**config.mk**
```make
export PLATFORM = sky130hd
export DESIGN_NAME = alu_pipe
export DESIGN_NICKNAME = d
export VERILOG_FILES = /design/src/rtl/alu_pkg.sv /design/src/rtl/alu_pipe_mul.sv /design/src/rtl/alu_pipe.sv
export SDC_FILE = /design/constraint.sdc
export NUM_CORES = 1
export LEC_CHECK = 0
export ABC_CLOCK_PERIOD_IN_PS = 5400
export CAP_MARGIN = 25
export CORE_AREA = 2 2 136 138
export CTS_BUF_LIST = sky130_fd_sc_hd__clkbuf_2
export CTS_CLUSTER_SIZE = 25
export DETAILED_ROUTE_END_ITERATION = 8
export DIE_AREA = 0 0 138 140
export GPL_TIMING_DRIVEN = 1
export SLEW_MARGIN = 5
export SYNTH_ARGS = -nofsm -noshare
export SYNTH_HDL_FRONTEND = slang
export SYNTH_SLANG_ARGS = --single-unit
export TNS_END_PERCENT = 100
```
**constraint.sdc**
```tcl
create_clock -name clk -period 5.4 [get_ports clk]
set_clock_uncertainty 0.05 [all_clocks]
set_input_delay 1.62 -clock clk [delete_from_list [all_inputs] [get_ports clk]]
set_output_delay 1.62 -clock clk [all_outputs]
set_load 0.02 [all_outputs]
```
**src/rtl/alu_pkg.sv**
```systemverilog
// alu_pkg: shared types for the pipelined ALU.
//   op_e    - 4-bit opcode encoding (13..15 are unassigned and reported illegal)
//   state_e - top-level sequencing states
//   flags_t - status flags registered alongside the result
package alu_pkg;

  typedef enum logic [3:0] {
    OP_ADD  = 4'd0,
    OP_SUB  = 4'd1,
    OP_AND  = 4'd2,
    OP_OR   = 4'd3,
    OP_XOR  = 4'd4,
    OP_NOT  = 4'd5,
    OP_SHL1 = 4'd6,
    OP_SHR1 = 4'd7,
    OP_SLL  = 4'd8,
    OP_SRL  = 4'd9,
    OP_SRA  = 4'd10,
    OP_CMP  = 4'd11,
    OP_MUL  = 4'd12
  } op_e;

  typedef enum logic [1:0] {
    IDLE = 2'd0,
    MUL  = 2'd1,
    DONE = 2'd2
  } state_e;

  typedef struct packed {
    logic zero;
    logic carry;
    logic ovf;
    logic neg;
    logic illegal;
  } flags_t;

endpackage

```
**src/rtl/alu_pipe_mul.sv**
```systemverilog
// alu_pipe_mul: iterative unsigned shift-add multiplier, one partial product
// per cycle, WIDTH cycles per operation.
//   clk, rst   - clock, synchronous active-high reset (abandons any operation)
//   start_i    - load operands and begin (ignored bookkeeping-wise if busy)
//   a_i, b_i   - operands, sampled on start_i
//   busy_o     - iteration in progress
//   done_o     - high in the cycle that performs the final iteration
//   product_o  - 2*WIDTH-bit accumulator; final once busy_o drops
module alu_pipe_mul
  import alu_pkg::*;
#(
  parameter int WIDTH = 8
) (
  input  logic               clk,
  input  logic               rst,
  input  logic               start_i,
  input  logic [WIDTH-1:0]   a_i,
  input  logic [WIDTH-1:0]   b_i,
  output logic               busy_o,
  output logic               done_o,
  output logic [2*WIDTH-1:0] product_o
);

  localparam int CW = $clog2(WIDTH);
  localparam logic [CW-1:0] LAST = CW'(WIDTH - 1);

  logic [2*WIDTH-1:0] a_sh_q, a_sh_d;
  logic [WIDTH-1:0]   b_sh_q, b_sh_d;
  logic [2*WIDTH-1:0] acc_q, acc_d;
  logic [CW-1:0]      cnt_q, cnt_d;
  logic               busy_q, busy_d;

  always_comb begin
    a_sh_d = a_sh_q;
    b_sh_d = b_sh_q;
    acc_d  = acc_q;
    cnt_d  = cnt_q;
    busy_d = busy_q;
    if (start_i) begin
      a_sh_d = {{WIDTH{1'b0}}, a_i};
      b_sh_d = b_i;
      acc_d  = '0;
      cnt_d  = '0;
      busy_d = 1'b1;
    end else if (busy_q) begin
      if (b_sh_q[0]) begin
        acc_d = acc_q + a_sh_q;
      end
      a_sh_d = a_sh_q << 1;
      b_sh_d = b_sh_q >> 1;
      cnt_d  = cnt_q + CW'(1);
      if (cnt_q == LAST) begin
        busy_d = 1'b0;
      end
    end
  end

  always_ff @(posedge clk) begin
    if (rst) begin
      a_sh_q <= '0;
      b_sh_q <= '0;
      acc_q  <= '0;
      cnt_q  <= '0;
      busy_q <= 1'b0;
    end else begin
      a_sh_q <= a_sh_d;
      b_sh_q <= b_sh_d;
      acc_q  <= acc_d;
      cnt_q  <= cnt_d;
      busy_q <= busy_d;
    end
  end

  assign busy_o    = busy_q;
  assign done_o    = busy_q && (cnt_q == LAST);
  assign product_o = acc_q;

endmodule

```
**src/rtl/alu_pipe.sv**
```systemverilog
// alu_pipe: registered ALU with valid/ready on both sides.
//   clk, rst             - clock, synchronous active-high reset
//   in_valid, in_ready   - request handshake; a, b, op sampled on transfer
//   a, b, op             - operands and opcode; shift amount is b[SHW-1:0]
//   out_valid, out_ready - result handshake; output held while stalled
//   result               - WIDTH-bit result
//   zero, carry, ovf,    - status flags registered with the result
//   neg, illegal
// Single-cycle ops return one cycle after acceptance; MUL returns WIDTH+1
// cycles after acceptance via the iterative multiplier.
module alu_pipe
  import alu_pkg::*;
#(
  parameter int WIDTH = 8
) (
  input  logic             clk,
  input  logic             rst,
  input  logic             in_valid,
  output logic             in_ready,
  input  logic [WIDTH-1:0] a,
  input  logic [WIDTH-1:0] b,
  input  logic [3:0]       op,
  output logic             out_valid,
  input  logic             out_ready,
  output logic [WIDTH-1:0] result,
  output logic             zero,
  output logic             carry,
  output logic             ovf,
  output logic             neg,
  output logic             illegal
);

  localparam int SHW = $clog2(WIDTH);

  state_e           state_q, state_d;
  logic             out_valid_q, out_valid_d;
  logic [WIDTH-1:0] result_q, result_d;
  flags_t           flags_q, flags_d;

  logic               accept;
  logic               mul_start;
  logic               mul_busy;
  logic               mul_done;
  logic [2*WIDTH-1:0] mul_product;
  logic [WIDTH-1:0]   mul_res;
  flags_t             mul_fl;

  logic [WIDTH-1:0] alu_res;
  flags_t           alu_fl;

  // Single-cycle datapath. Everything is formed one bit wider than the
  // operands: the extra bit is the carry/borrow for add/sub, and for shifts
  // it catches the last bit shifted out (zero when the amount is zero).
  logic [SHW-1:0] sh;
  logic [WIDTH:0] sum_w, diff_w, shl_w, shr_w, sra_w;

  always_comb begin
    sh     = b[SHW-1:0];
    sum_w  = {1'b0, a} + {1'b0, b};
    diff_w = {1'b0, a} - {1'b0, b};
    shl_w  = {1'b0, a} << sh;
    shr_w  = {a, 1'b0} >> sh;
    sra_w  = $unsigned($signed({a, 1'b0}) >>> sh);

    alu_res = '0;
    alu_fl  = '0;
    case (op_e'(op))
      OP_ADD: begin
        alu_res      = sum_w[WIDTH-1:0];
        alu_fl.carry = sum_w[WIDTH];
        alu_fl.ovf   = (a[WIDTH-1] == b[WIDTH-1]) && (sum_w[WIDTH-1] != a[WIDTH-1]);
      end
      OP_SUB, OP_CMP: begin
        alu_res      = (op_e'(op) == OP_CMP) ? a : diff_w[WIDTH-1:0];
        alu_fl.carry = diff_w[WIDTH];
        alu_fl.ovf   = (a[WIDTH-1] != b[WIDTH-1]) && (diff_w[WIDTH-1] != a[WIDTH-1]);
      end
      OP_AND:  alu_res = a & b;
      OP_OR:   alu_res = a | b;
      OP_XOR:  alu_res = a ^ b;
      OP_NOT:  alu_res = ~a;
      OP_SHL1: begin
        alu_res      = {a[WIDTH-2:0], 1'b0};
        alu_fl.carry = a[WIDTH-1];
      end
      OP_SHR1: begin
        alu_res      = {1'b0, a[WIDTH-1:1]};
        alu_fl.carry = a[0];
      end
      OP_SLL: begin
        alu_res      = shl_w[WIDTH-1:0];
        alu_fl.carry = shl_w[WIDTH];
      end
      OP_SRL: begin
        alu_res      = shr_w[WIDTH:1];
        alu_fl.carry = shr_w[0];
      end
      OP_SRA: begin
        alu_res      = sra_w[WIDTH:1];
        alu_fl.carry = sra_w[0];
      end
      OP_MUL: alu_res = '0;
      default: alu_fl.illegal = 1'b1;
    endcase
    alu_fl.zero = (alu_res == '0);
    alu_fl.neg  = alu_res[WIDTH-1];
  end

  alu_pipe_mul #(
    .WIDTH(WIDTH)
  ) u_mul (
    .clk      (clk),
    .rst      (rst),
    .start_i  (mul_start),
    .a_i      (a),
    .b_i      (b),
    .busy_o   (mul_busy),
    .done_o   (mul_done),
    .product_o(mul_product)
  );

  always_comb begin
    mul_res        = mul_product[WIDTH-1:0];
    mul_fl         = '0;
    mul_fl.zero    = (mul_res == '0);
    mul_fl.ovf     = |mul_product[2*WIDTH-1:WIDTH];
    mul_fl.neg     = mul_res[WIDTH-1];
  end

  // A new request may enter while the held result is leaving in the same
  // cycle, which keeps single-cycle ops at one result per clock.
  assign in_ready = !rst && (state_q == IDLE) && !mul_busy &&
                    (!out_valid_q || out_ready);
  assign accept   = in_valid && in_ready;

  always_comb begin
    state_d     = state_q;
    out_valid_d = out_valid_q;
    result_d    = result_q;
    flags_d     = flags_q;
    mul_start   = 1'b0;

    if (out_valid_q && out_ready) begin
      out_valid_d = 1'b0;
    end

    case (state_q)
      IDLE: begin
        if (accept) begin
          if (op == OP_MUL) begin
            mul_start = 1'b1;
            state_d   = MUL;
          end else begin
            result_d    = alu_res;
            flags_d     = alu_fl;
            out_valid_d = 1'b1;
          end
        end
      end
      MUL: begin
        if (mul_done) begin
          state_d = DONE;
        end
      end
      DONE: begin
        if (!out_valid_q || out_ready) begin
          result_d    = mul_res;
          flags_d     = mul_fl;
          out_valid_d = 1'b1;
          state_d     = IDLE;
        end
      end
      default: state_d = IDLE;
    endcase
  end

  always_ff @(posedge clk) begin
    if (rst) begin
      state_q     <= IDLE;
      out_valid_q <= 1'b0;
      result_q    <= '0;
      flags_q     <= '0;
    end else begin
      state_q     <= state_d;
      out_valid_q <= out_valid_d;
      result_q    <= result_d;
      flags_q     <= flags_d;
    end
  end

  assign out_valid = out_valid_q;
  assign result    = result_q;
  assign zero      = flags_q.zero;
  assign carry     = flags_q.carry;
  assign ovf       = flags_q.ovf;
  assign neg       = flags_q.neg;
  assign illegal   = flags_q.illegal;

endmodule

```
==> impl_metrics.py <==
metrics = {
    "worst_setup_path": {
        "endpoint_kind": "output pin",
        "timing.critical_path.required_ns": 3.73,
        "crit_top_cell": "clkdlybuf4s50_1",
        "critical_path_class": "input pin to output pin",
        "timing.rr.start": "u_mul.a_sh_q[0]",
        "slowest_stage": "clkdlybuf4s50_1",
        "worst_setup_path_start_kind": "input pin",
        "cpPeakStageDelay_ns": 0.62,
        "crit_arrival_ns": 3.03,
        "startpoint": "out_ready",
        "cp_max_fo": 4,
        "crit_chain": "clkdlybuf4s50_1 -> nand2b_1 -> and2_1 -> clkdlybuf4s50_1",
    },
    "sta": {
        "fin_crit_sh": 0.870,
        "rsz0062_at_grt": "no",
        "drv_slew": 0,
        "hold-worst-slack_ns": 0.416,
        "finalSetupTns_ns": 0,
        "min_period_ns": 4.70,
        "relSlewSlack": 0.418,
        "hold_viol_final": 0,
        "fmax_ghz": 0.213,
        "worst_pin_slew_ns": 0.872,
        "setup_viol": 0,
    },
    "yosys": {
        "synth.yosys.seq_area_share": 0.223,
        "synthTopCellsByArea": "dfxtp_1 (22%), ha_1 (9.9%), a21oi_1 (5.9%), nor2_1 (5.7%), mux2i_1 (4.0%)",
        "yosysTopAreaCell": "dfxtp_1",
        "synth_edf_count": 0,
        "yosysWarnings": 0,
        "syn_inst": 683,
        "synth_top_area_share": 0.223,
        "synthTopCellsByCount": "nor2_1 (81), a21oi_1 (62), dfxtp_1 (59)",
        "yosysMostFrequentCell": "nor2_1",
        "async_flop_share": 0,
        "syn-cell-area_sq_mm": 0.00530,
        "avgSynthCellArea_sq_um": 7.76,
        "synth_nets": 752,
        "yosysUniqueCellTypes": 76,
        "yosys_register_bits": 59,
        "ys.flop_type": "dfxtp_1",
    },
    "global_route": {
        "grt_overflow": 0,
        "grt_max_degree": 47,
        "antenna_found_initial": 1,
        "grt_pass1_wl_microns": 25600,
        "grtUsageTotal": 0.161,
        "grt_pass1_vias": 4728,
    },
    "die": {
        "coreArea_sq_mm": 0.0178,
        "start_util": 0.298,
        "placementRows": 49,
        "io_pins": 39,
        "dieHeight_microns": 140,
        "die_w_microns": 138,
        "dieArea_sq_mm": 0.0193,
    },
    "clock_tree": {
        "postCtsHoldBufs": 0,
        "cts_root_buf": "clkbuf_2",
        "cts_setup_buffers": 0,
        "post_cts_resize_count": 0,
        "htree_num_levels": 3,
        "clk_pin_slew_worst_paths_ns": 0.22,
        "clockBufferDepth": 2,
        "clk_latency_ns": 0.53,
        "cts_tree": "built",
        "clock-sinks": 59,
        "cts_buffers": 9,
    },
    "placed_design": {
        "dp_hpwl_microns": 11900,
        "place_inst": 926,
        "place.gp.congestion": 0.989,
        "io_buffers": 38,
    },
    "hold_path": {
        "hold_path.class": "flop to flop",
        "hold_start": "result[3]",
    },
    "detailed_routing": {
        "antenna_left": 0,
        "vias_per_cell": 5.49,
        "dr_total_vias": 5181,
        "totalWireLength_microns": 15900,
        "drc": 0,
        "wire_per_inst_microns": 16.9,
        "drt_iter0_drc": 442,
        "drtPass1Iterations": 5,
    },
    "finish": {
        "layout.nets": 777,
        "fillers": 1900,
        "multi_input_area_sq_mm": 0.00376,
        "drive_above_1_share": 0.0940,
        "regArea_sq_mm": 0.00118,
        "utilization": 0.339,
        "instances_no_fill": 943,
        "syn2layout_area_growth_pct": 13.7,
    },
    "pwr": {
        "peakVddDrop_uv": 70.6,
        "power.density_mw_per_mm2": 166,
        "p_leak_nw": 2.30,
    },
    "outcome": {
        "outcome": "complete, no violations",
    },
    "flow_run": {
        "cap_violations": 0,
    },
}
flip-flops by register name (all words and copies together), names as in the netlist:
signal	count
u_mul.a_sh_q	16
illegal	1
u_mul.busy_o	1
out_valid	1
state_q	2
zero	1
result	8
ovf	1
u_mul.product_o	16
u_mul.b_sh_q	8
u_mul.cnt_q	3
carry	1
logic make-up (layout without fill, tap and decap cells):
| logic type | count (synthesis) | after routing | share of synthesized area |
|---|---|---|---|
| buf+inv | 80 | 110 | 0.0687 |
| fa+ha+maj | 45 | 45 | 0.111 |
| compound gates | 202 | 202 | 0.264 |
| flops | 59 | 59 | 0.223 |
| simple gates | 248 | 248 | 0.233 |
| mux | 31 | 31 | 0.0715 |
| other cells | 0 | 1 | 0 |
| xor+xnor | 18 | 18 | 0.0298 |
cell type report:
type / count / area share
multi-input cells: 544 / 0.624
clock buffers: 9 / 0.00748
repair buffers: 63 / 0.0964
inverters: 31 / 0.0193
clock inverters: 7 / 0.00893
flip-flops and latches: 59 / 0.196
diodes: 1 / 0.000415
well taps: 229 / 0.0476
stage by stage:
stage	setup slack (ns)	total power [mW]	cell area, sq um
after floorplan	1.48	0.647	5300
after global placement	0.506	0.745	5920
after detailed placement	0.502	0.745	5920
after CTS	0.695	1.00	6020
after global routing	0.628	1.05	6020
final	0.704	0.999	6020
final timing paths:
kind	end	slack, ns	depth (start not counted)
worst max-delay path	in_ready	0.70	4
worst min-delay path	result[3]	0.42	2
worst max register to register	u_mul.product_o[14]	2.37	11
worst min register to register	result[3]	0.42	2
critical path, delay by kind of cell:
| family | cells | cell delay (ns) |
|---|---|---|
| buf+inv | 2 | 1.07 |
| simple gates | 2 | 0.34 |
cells in the final DEF, fill, tap and decap left out, types with 13 or more instances in the layout:
cell and n:
nor3_1 15, inv_1 29, xnor2_1 14, dfxtp_1 58
a21oi_1 62, nand2_1 52, nor2_1 80, clkdlybuf4s50_1 38
a211oi_1 18, a221oi_1 15, nor3b_1 18, ha_1 42
o21ai_0 20, buf_4 24, nor2b_1 13, nand3_1 19
mux2i_1 21
metal layers:
layer	track usage	vias to the layer above	part of all wire	wire (microns)
li1	-	2558	-	-
met1	0.226	2432	0.47	7450
met2	0.254	159	0.45	7130
met3	0.0171	32	0.058	924
met4	0.0666	0	0.027	434
met5	0	-	0	0
where the power goes:
group / total [mW] / leakage (nW) / internal, mW / switching, mW
clock network: 0.258 / 0.0545 / 0.0622 / 0.195
registers: 0.446 / 0.477 / 0.443 / 0.00389
logic: 0.295 / 1.77 / 0.123 / 0.172
total: 0.999 / 2.30 / 0.628 / 0.371
(Power assumes the default switching activity.)
==> patch 1: new RTL, config.mk and constraints unchanged <==
Make the reset (`rst`) asynchronous in 2 clocked blocks. Comments in the files are not updated.
--- a/src/rtl/alu_pipe_mul.sv
+++ b/src/rtl/alu_pipe_mul.sv
@@ -55,7 +55,7 @@
     end
   end
 
-  always_ff @(posedge clk) begin
+  always_ff @(posedge clk or posedge rst) begin
     if (rst) begin
       a_sh_q <= '0;
       b_sh_q <= '0;
--- a/src/rtl/alu_pipe.sv
+++ b/src/rtl/alu_pipe.sv
@@ -174,7 +174,7 @@
     endcase
   end
 
-  always_ff @(posedge clk) begin
+  always_ff @(posedge clk or posedge rst) begin
     if (rst) begin
       state_q     <= IDLE;
       out_valid_q <= 1'b0;
Formal check against the unedited RTL: differs if rst is asserted again (counterexample within 4 cycles, from zero or initial values and one cycle with rst high); with rst held inactive, the same outputs for 10 cycles.
==> patch 1 against the original RTL <==
Final area up 0.33%. Highest routed layer unchanged. Global-route usage rose by 0.22 points. Routed wire length decreased by 2.0%. Sequential cell count did not move. Critical path type unchanged. Largest cell class unchanged. Worst setup slack lost 0.13 ns. Critical endpoint unchanged. Non-clock buffer count down 4. Synthesized area about the same.
Power is not compared: it rests on default switching activity, and its combinational part moved more than twofold at a synthesized area within 25%.
==> patch 1: results (changes against the original RTL) <==
INFO  synthesis      synth_top_cells_by_count=nand2_1, dfrtp_1, nor2_1, ha_1, o21ai_0
INFO  placement      detailed_place.area=0.00596mm^2 [+0.61%]
INFO  global_routing first_global_vias=4777 [+1.0%]
INFO  clock_tree     postcts_resize_cnt=0 [unchanged]
INFO  routing        dr.pass1.iters=5 [unchanged]
INFO  placement      buffer_ports.inserted=38 [unchanged]
INFO  sta            slew_headroom=41.5% [-0.38 points]
INFO  synthesis      synth_sequential_area_ratio=27.9% [+5.6 points]
INFO  synthesis      syn_inst=654 [-4.2%]
INFO  routing        drt-vias-per-instance=5.46 [-0.69%]
INFO  clock_tree     postCtsSetupBuffers=0 [unchanged]
INFO  synthesis      dominantRegCellSynth=dfrtp_1
INFO  power          power.ir.vdd_worst=0.000234V
INFO  clock_tree     clockBufferDepth=2 [unchanged]
INFO  global_routing number_of_antenna_violations_at_the_first_check_in_global_routing=1 [unchanged]
INFO  worst_setup_path worst_ep_arrival_time=3.15ns [+0.12 ns]
INFO  clock_tree     number_of_buffers_created_by_cts=9 [unchanged]
INFO  power          leakage_power_figure=0.00255uW
INFO  synthesis      synthesis.yosys.warnings=0 [unchanged]
INFO  placement      placed_cells=901 [-2.7%]
INFO  synthesis      synthesis.nets=723 [-3.9%]
INFO  layout         fillers=1867 [-1.7%]
INFO  clock_tree     h-tree-depth=3 [unchanged]
INFO  placement      dpl_worst_slack=0.578ns [+0.0758 ns]
INFO  synthesis      postSynth.asyncResetShare=100% [+100 points]
INFO  clock_tree     cts.reportedPaths.clkPinSlew=0.17ns [-0.05 ns]
INFO  global_routing global_route_wire_length_before_repair=25700um [+0.48%]
INFO  hold_path      hold_path.class=flop to flop
INFO  synthesis      cells_taking_the_most_area_after_synthesis=dfrtp_1, ha_1, nand2_1, mux2i_1, o21ai_0
INFO  placement      gp_congestion=0.959 [-3.0%]
INFO  global_routing grt_use_total=16.4% [+0.22 points]
INFO  layout         finalNonFillerCells=918 [-2.7%]
INFO  layout         final_layout_size_suffix_gt1_share=8.28% [-1.1 points]
INFO  worst_setup_path crit_fanout=4 [unchanged]
INFO  power          netSwitchingPower=1060uW
INFO  routing        drt_iter0_markers=483 [+9.3%]
INFO  global_routing pin_count_of_the_biggest_net_entering_global_routing=42 [-11%]
INFO  clock_tree     clock_tree_root=clkbuf_2
INFO  synthesis      synthDistinctLibCells=69 [-9.2%]
INFO  status         status=complete, no violations
INFO  routing        wl_per_cell=17.0um [+0.66%]
INFO  clock_tree     clock_insertion_delay_worst_skew=0.51ns [-0.02 ns]
INFO  layout         finish.net_count=752 [-3.2%]
INFO  placement      post_dp_hpwl=11700um [-2.1%]
==> patch 1: cell count changes after synthesis, moves of 21 or more <==
cell / before / now
dfrtp_1: 0 / 59
dfxtp_1: 59 / 0
nand2_1: 52 / 91
nor2_1: 81 / 53
a21oi_1: 62 / 38
o21ai_0: 20 / 41
==> patch 1: power groups by stage <==
| stage | Combinational, uW | Clock, uW | Sequential [uW] |
|---|---|---|---|
| 3_3_place_gp | 1310 | 0 | 804 |
| 5_1_grt | 1500 | 267 | 827 |
| 6_report | 1330 | 233 | 794 |
| 3_5_place_dp | 1320 | 0 | 806 |
| 2_1_floorplan | 982 | 0 | 788 |
| 4_1_cts | 1330 | 249 | 796 |
==> patch 1: routing by layer <==
metal | up-vias | global-route usage (%) | part of all wire, %
met3 | 25 | 2.60 | 6.3
met1 | 2339 | 23.9 | 48
li1 | 2427 | - | -
met5 | - | 0 | 0
met2 | 218 | 24.1 | 43
met4 | 0 | 6.55 | 2.7
==> patch 1: worst paths after layout <==
| kind | start | endpoint | slack (ns) | cells past startpoint |
|---|---|---|---|---|
| max | out_ready | in_ready | 0.58 | 5 |
| min in group asynchronous | rst | u_mul.a_sh_q[6] | 1.56 | 2 |
| max reg2reg | u_mul.product_o[3] | u_mul.product_o[15] | 2.70 | 10 |
| min | result[1] | result[1] | 0.45 | 2 |
| min reg2reg | result[1] | result[1] | 0.45 | 2 |
| max in group asynchronous | rst | result[5] | 2.94 | 3 |
==> patch 1: cell families (layout without fill, tap and decap cells) <==
| family | after synthesis | after routing | synth area share, % |
|---|---|---|---|
| buf+inv | 76 | 110 | 5.88 |
| mux | 33 | 33 | 7.91 |
| flops | 59 | 59 | 27.9 |
| simple gates | 223 | 223 | 19.7 |
| fa+ha+maj | 45 | 45 | 11.1 |
| compound gates | 203 | 203 | 25.1 |
| xor+xnor | 15 | 15 | 2.48 |
| other cells | 0 | 1 | 0 |
==> patch 1: cell type report <==
cell class / instances / area (um^2) / area share, %
inverter: 35 / 131 / 2.17
sequential: 59 / 1480 / 24.4
tap: 229 / 287 / 4.74
clock inverter: 6 / 32.5 / 0.538
timing repair buffer: 59 / 551 / 9.11
multi-input combinational: 519 / 3510 / 58.1
clock buffer: 10 / 50.0 / 0.828
antenna: 1 / 2.50 / 0.0414
==> patch 1: stage by stage <==
step | utilization (%) | hold WS, ns
after floorplan | - | 0.396
after global placement | 33.5 | 0.412
after detailed placement | 33.5 | 0.416
after CTS | 34.0 | 0.456
after global routing | 34.0 | 0.492
final | 34.0 | 0.451
==> patch 1: critical path, cell delays in order <==
cell             delay (ns)
clkdlybuf4s50_1        0.45
nand2b_1               0.16
nand2_1                0.06
nor3_1                 0.20
clkdlybuf4s50_1        0.65
==> patch 2: new RTL, same settings <==
Made on the original files. `WIDTH` is set to 8 in 2 places; all go to 4.
--- a/src/rtl/alu_pipe_mul.sv
+++ b/src/rtl/alu_pipe_mul.sv
@@ -9,7 +9,7 @@
 module alu_pipe_mul
   import alu_pkg::*;
 #(
-  parameter int WIDTH = 8
+  parameter int WIDTH = 4
 ) (
   input  logic               clk,
   input  logic               rst,
--- a/src/rtl/alu_pipe.sv
+++ b/src/rtl/alu_pipe.sv
@@ -11,7 +11,7 @@
 module alu_pipe
   import alu_pkg::*;
 #(
-  parameter int WIDTH = 8
+  parameter int WIDTH = 4
 ) (
   input  logic             clk,
   input  logic             rst,
Interface: changed (resized a, b and result); port bits go from 39 to 27. The function was not compared with the original's and may differ.
==> patch 2 against the original RTL <==
Utilization is 15 points lower. Sequential share of layout area is 0.65 points higher. Synthesized cell count is 47% lower. Highest routed layer unchanged. Final area is 44% lower. Cell count is 36% lower. Power is 49% lower. Count of clock-buffer cells in the layout is 4 lower. Maximum frequency is 2.2% lower. Sequential cell count is 25 lower. Worst setup slack worse by 0.11 ns. Routed wire length is 52% lower. Synthesized area is 46% lower. Largest power group unchanged.
==> patch 2: results (changes against the original RTL) <==
INFO  routing        totalWireLength=7570um [-52%]
INFO  routing        wl_per_cell=12.5um [-26%]
INFO  global_routing pin_count_of_the_biggest_net_entering_global_routing=31 [-34%]
INFO  global_routing global_route_wire_length_before_repair=12600um [-51%]
INFO  clock_tree     number_of_buffers_created_by_cts=5 [-4]
INFO  power          p_clk=106uW [-59%]
INFO  routing        dr.pass1.iters=6 [+1]
INFO  synthesis      cells_taking_the_most_area_after_synthesis=dfxtp_1, ha_1, nor2_1, a21oi_1, mux2i_1
INFO  clock_tree     clock_insertion_delay_worst_skew=0.39ns [-0.14 ns]
INFO  layout         final_layout_size_suffix_gt1_share=7.75% [-1.6 points]
INFO  global_routing grt.met2_usage=12.4% [-13 points]
INFO  clock_tree     h-tree-depth=2 [-1]
INFO  routing        met1Wirelength=3470um [-53%]
INFO  placement      placed_cells=597 [-36%]
INFO  layout         seq_area=681um^2 [-42%]
INFO  status         status=complete, no violations
INFO  layout         fillers=2003 [+5.4%]
INFO  routing        drt-vias-per-instance=4.35 [-21%]
INFO  synthesis      synth_top_cells_by_count=nor2_1, dfxtp_1, nand2_1, a21oi_1, ha_1
INFO  global_routing number_of_antenna_violations_at_the_first_check_in_global_routing=0 [-1]
INFO  global_routing first_global_vias=2415 [-49%]
INFO  power          power.ir.vdd_worst=0.0000473V [-33%]
INFO  routing        dr_wl_met3=533um [-42%]
INFO  clock_tree     cts.reportedPaths.clkPinSlew=0.17ns [-0.05 ns]
INFO  power          internal_power=345uW [-45%]
INFO  placement      gp_congestion=0.812 [-18%]
INFO  power          power.combinational.total=148uW [-50%]
INFO  placement      post_dp_hpwl=5610um [-53%]
INFO  synthesis      post_synth.cell_area_avg=7.97um^2 [+2.8%]
INFO  global_routing use_met3=1.64% [-0.068 points]
INFO  layout         finish.net_count=415 [-47%]
INFO  global_routing grt_use_total=7.81% [-8.3 points]
[patch 2: cell count changes after synthesis, moves of 12 or more]
cell	unedited run	this run
a21oi_1	62	26
a221oi_1	15	3
clkbuf_1	22	6
dfxtp_1	59	34
ha_1	42	21
nand2_1	52	27
nor2_1	81	39
nor3b_1	18	1
[patch 2: cells by family (layout without fill, tap and decap cells)]
logic type      count (synthesis)  after routing  synth area share, %
xor+xnor                        9              9                 2.75
compound gates                 94             94                 22.8
buf+inv                        50             65                 8.70
mux                            15             15                 6.56
simple gates                  133            133                 24.2
flops                          34             34                 23.8
fa+ha+maj                      24             24                 11.3
other cells                     0              1                    0
[patch 2: worst paths after layout]
| check | startpoint | endpoint | slack [ns] | depth (start not counted) |
|---|---|---|---|---|
| setup reg to reg | u_mul.busy_o | u_mul.product_o[6] | 2.87 | 5 |
| hold / removal | result[0] | result[0] | 0.44 | 2 |
| hold reg to reg | result[0] | result[0] | 0.44 | 2 |
| setup / recovery | rst | in_ready | 0.60 | 4 |
[patch 2: cell type report]
class / count / area share, %
Antenna cell: 1 / 0.0746
Clock buffer: 5 / 0.746
Clock inverter: 1 / 0.112
Inverter: 23 / 2.65
Multi-Input combinational cell: 275 / 57.6
Sequential cell: 34 / 20.3
Tap cell: 229 / 8.54
Timing Repair Buffer: 36 / 9.99
[patch 2: through the flow]
stage	instance area, um^2	worst slack (ns)	power [uW]	hold WS (ns)
finish	3360	0.596	514	0.437
global route	3350	0.504	548	0.467
global placement	3320	0.584	412	0.410
floorplan	2860	1.65	366	0.395
detailed placement	3320	0.583	413	0.425
CTS	3350	0.567	518	0.444
[patch 2: worst min-delay path: stages (launching register included)]
cell and delay [ns]:
dfxtp_1 0.35, nand2b_1 0.06, a21oi_1 0.05
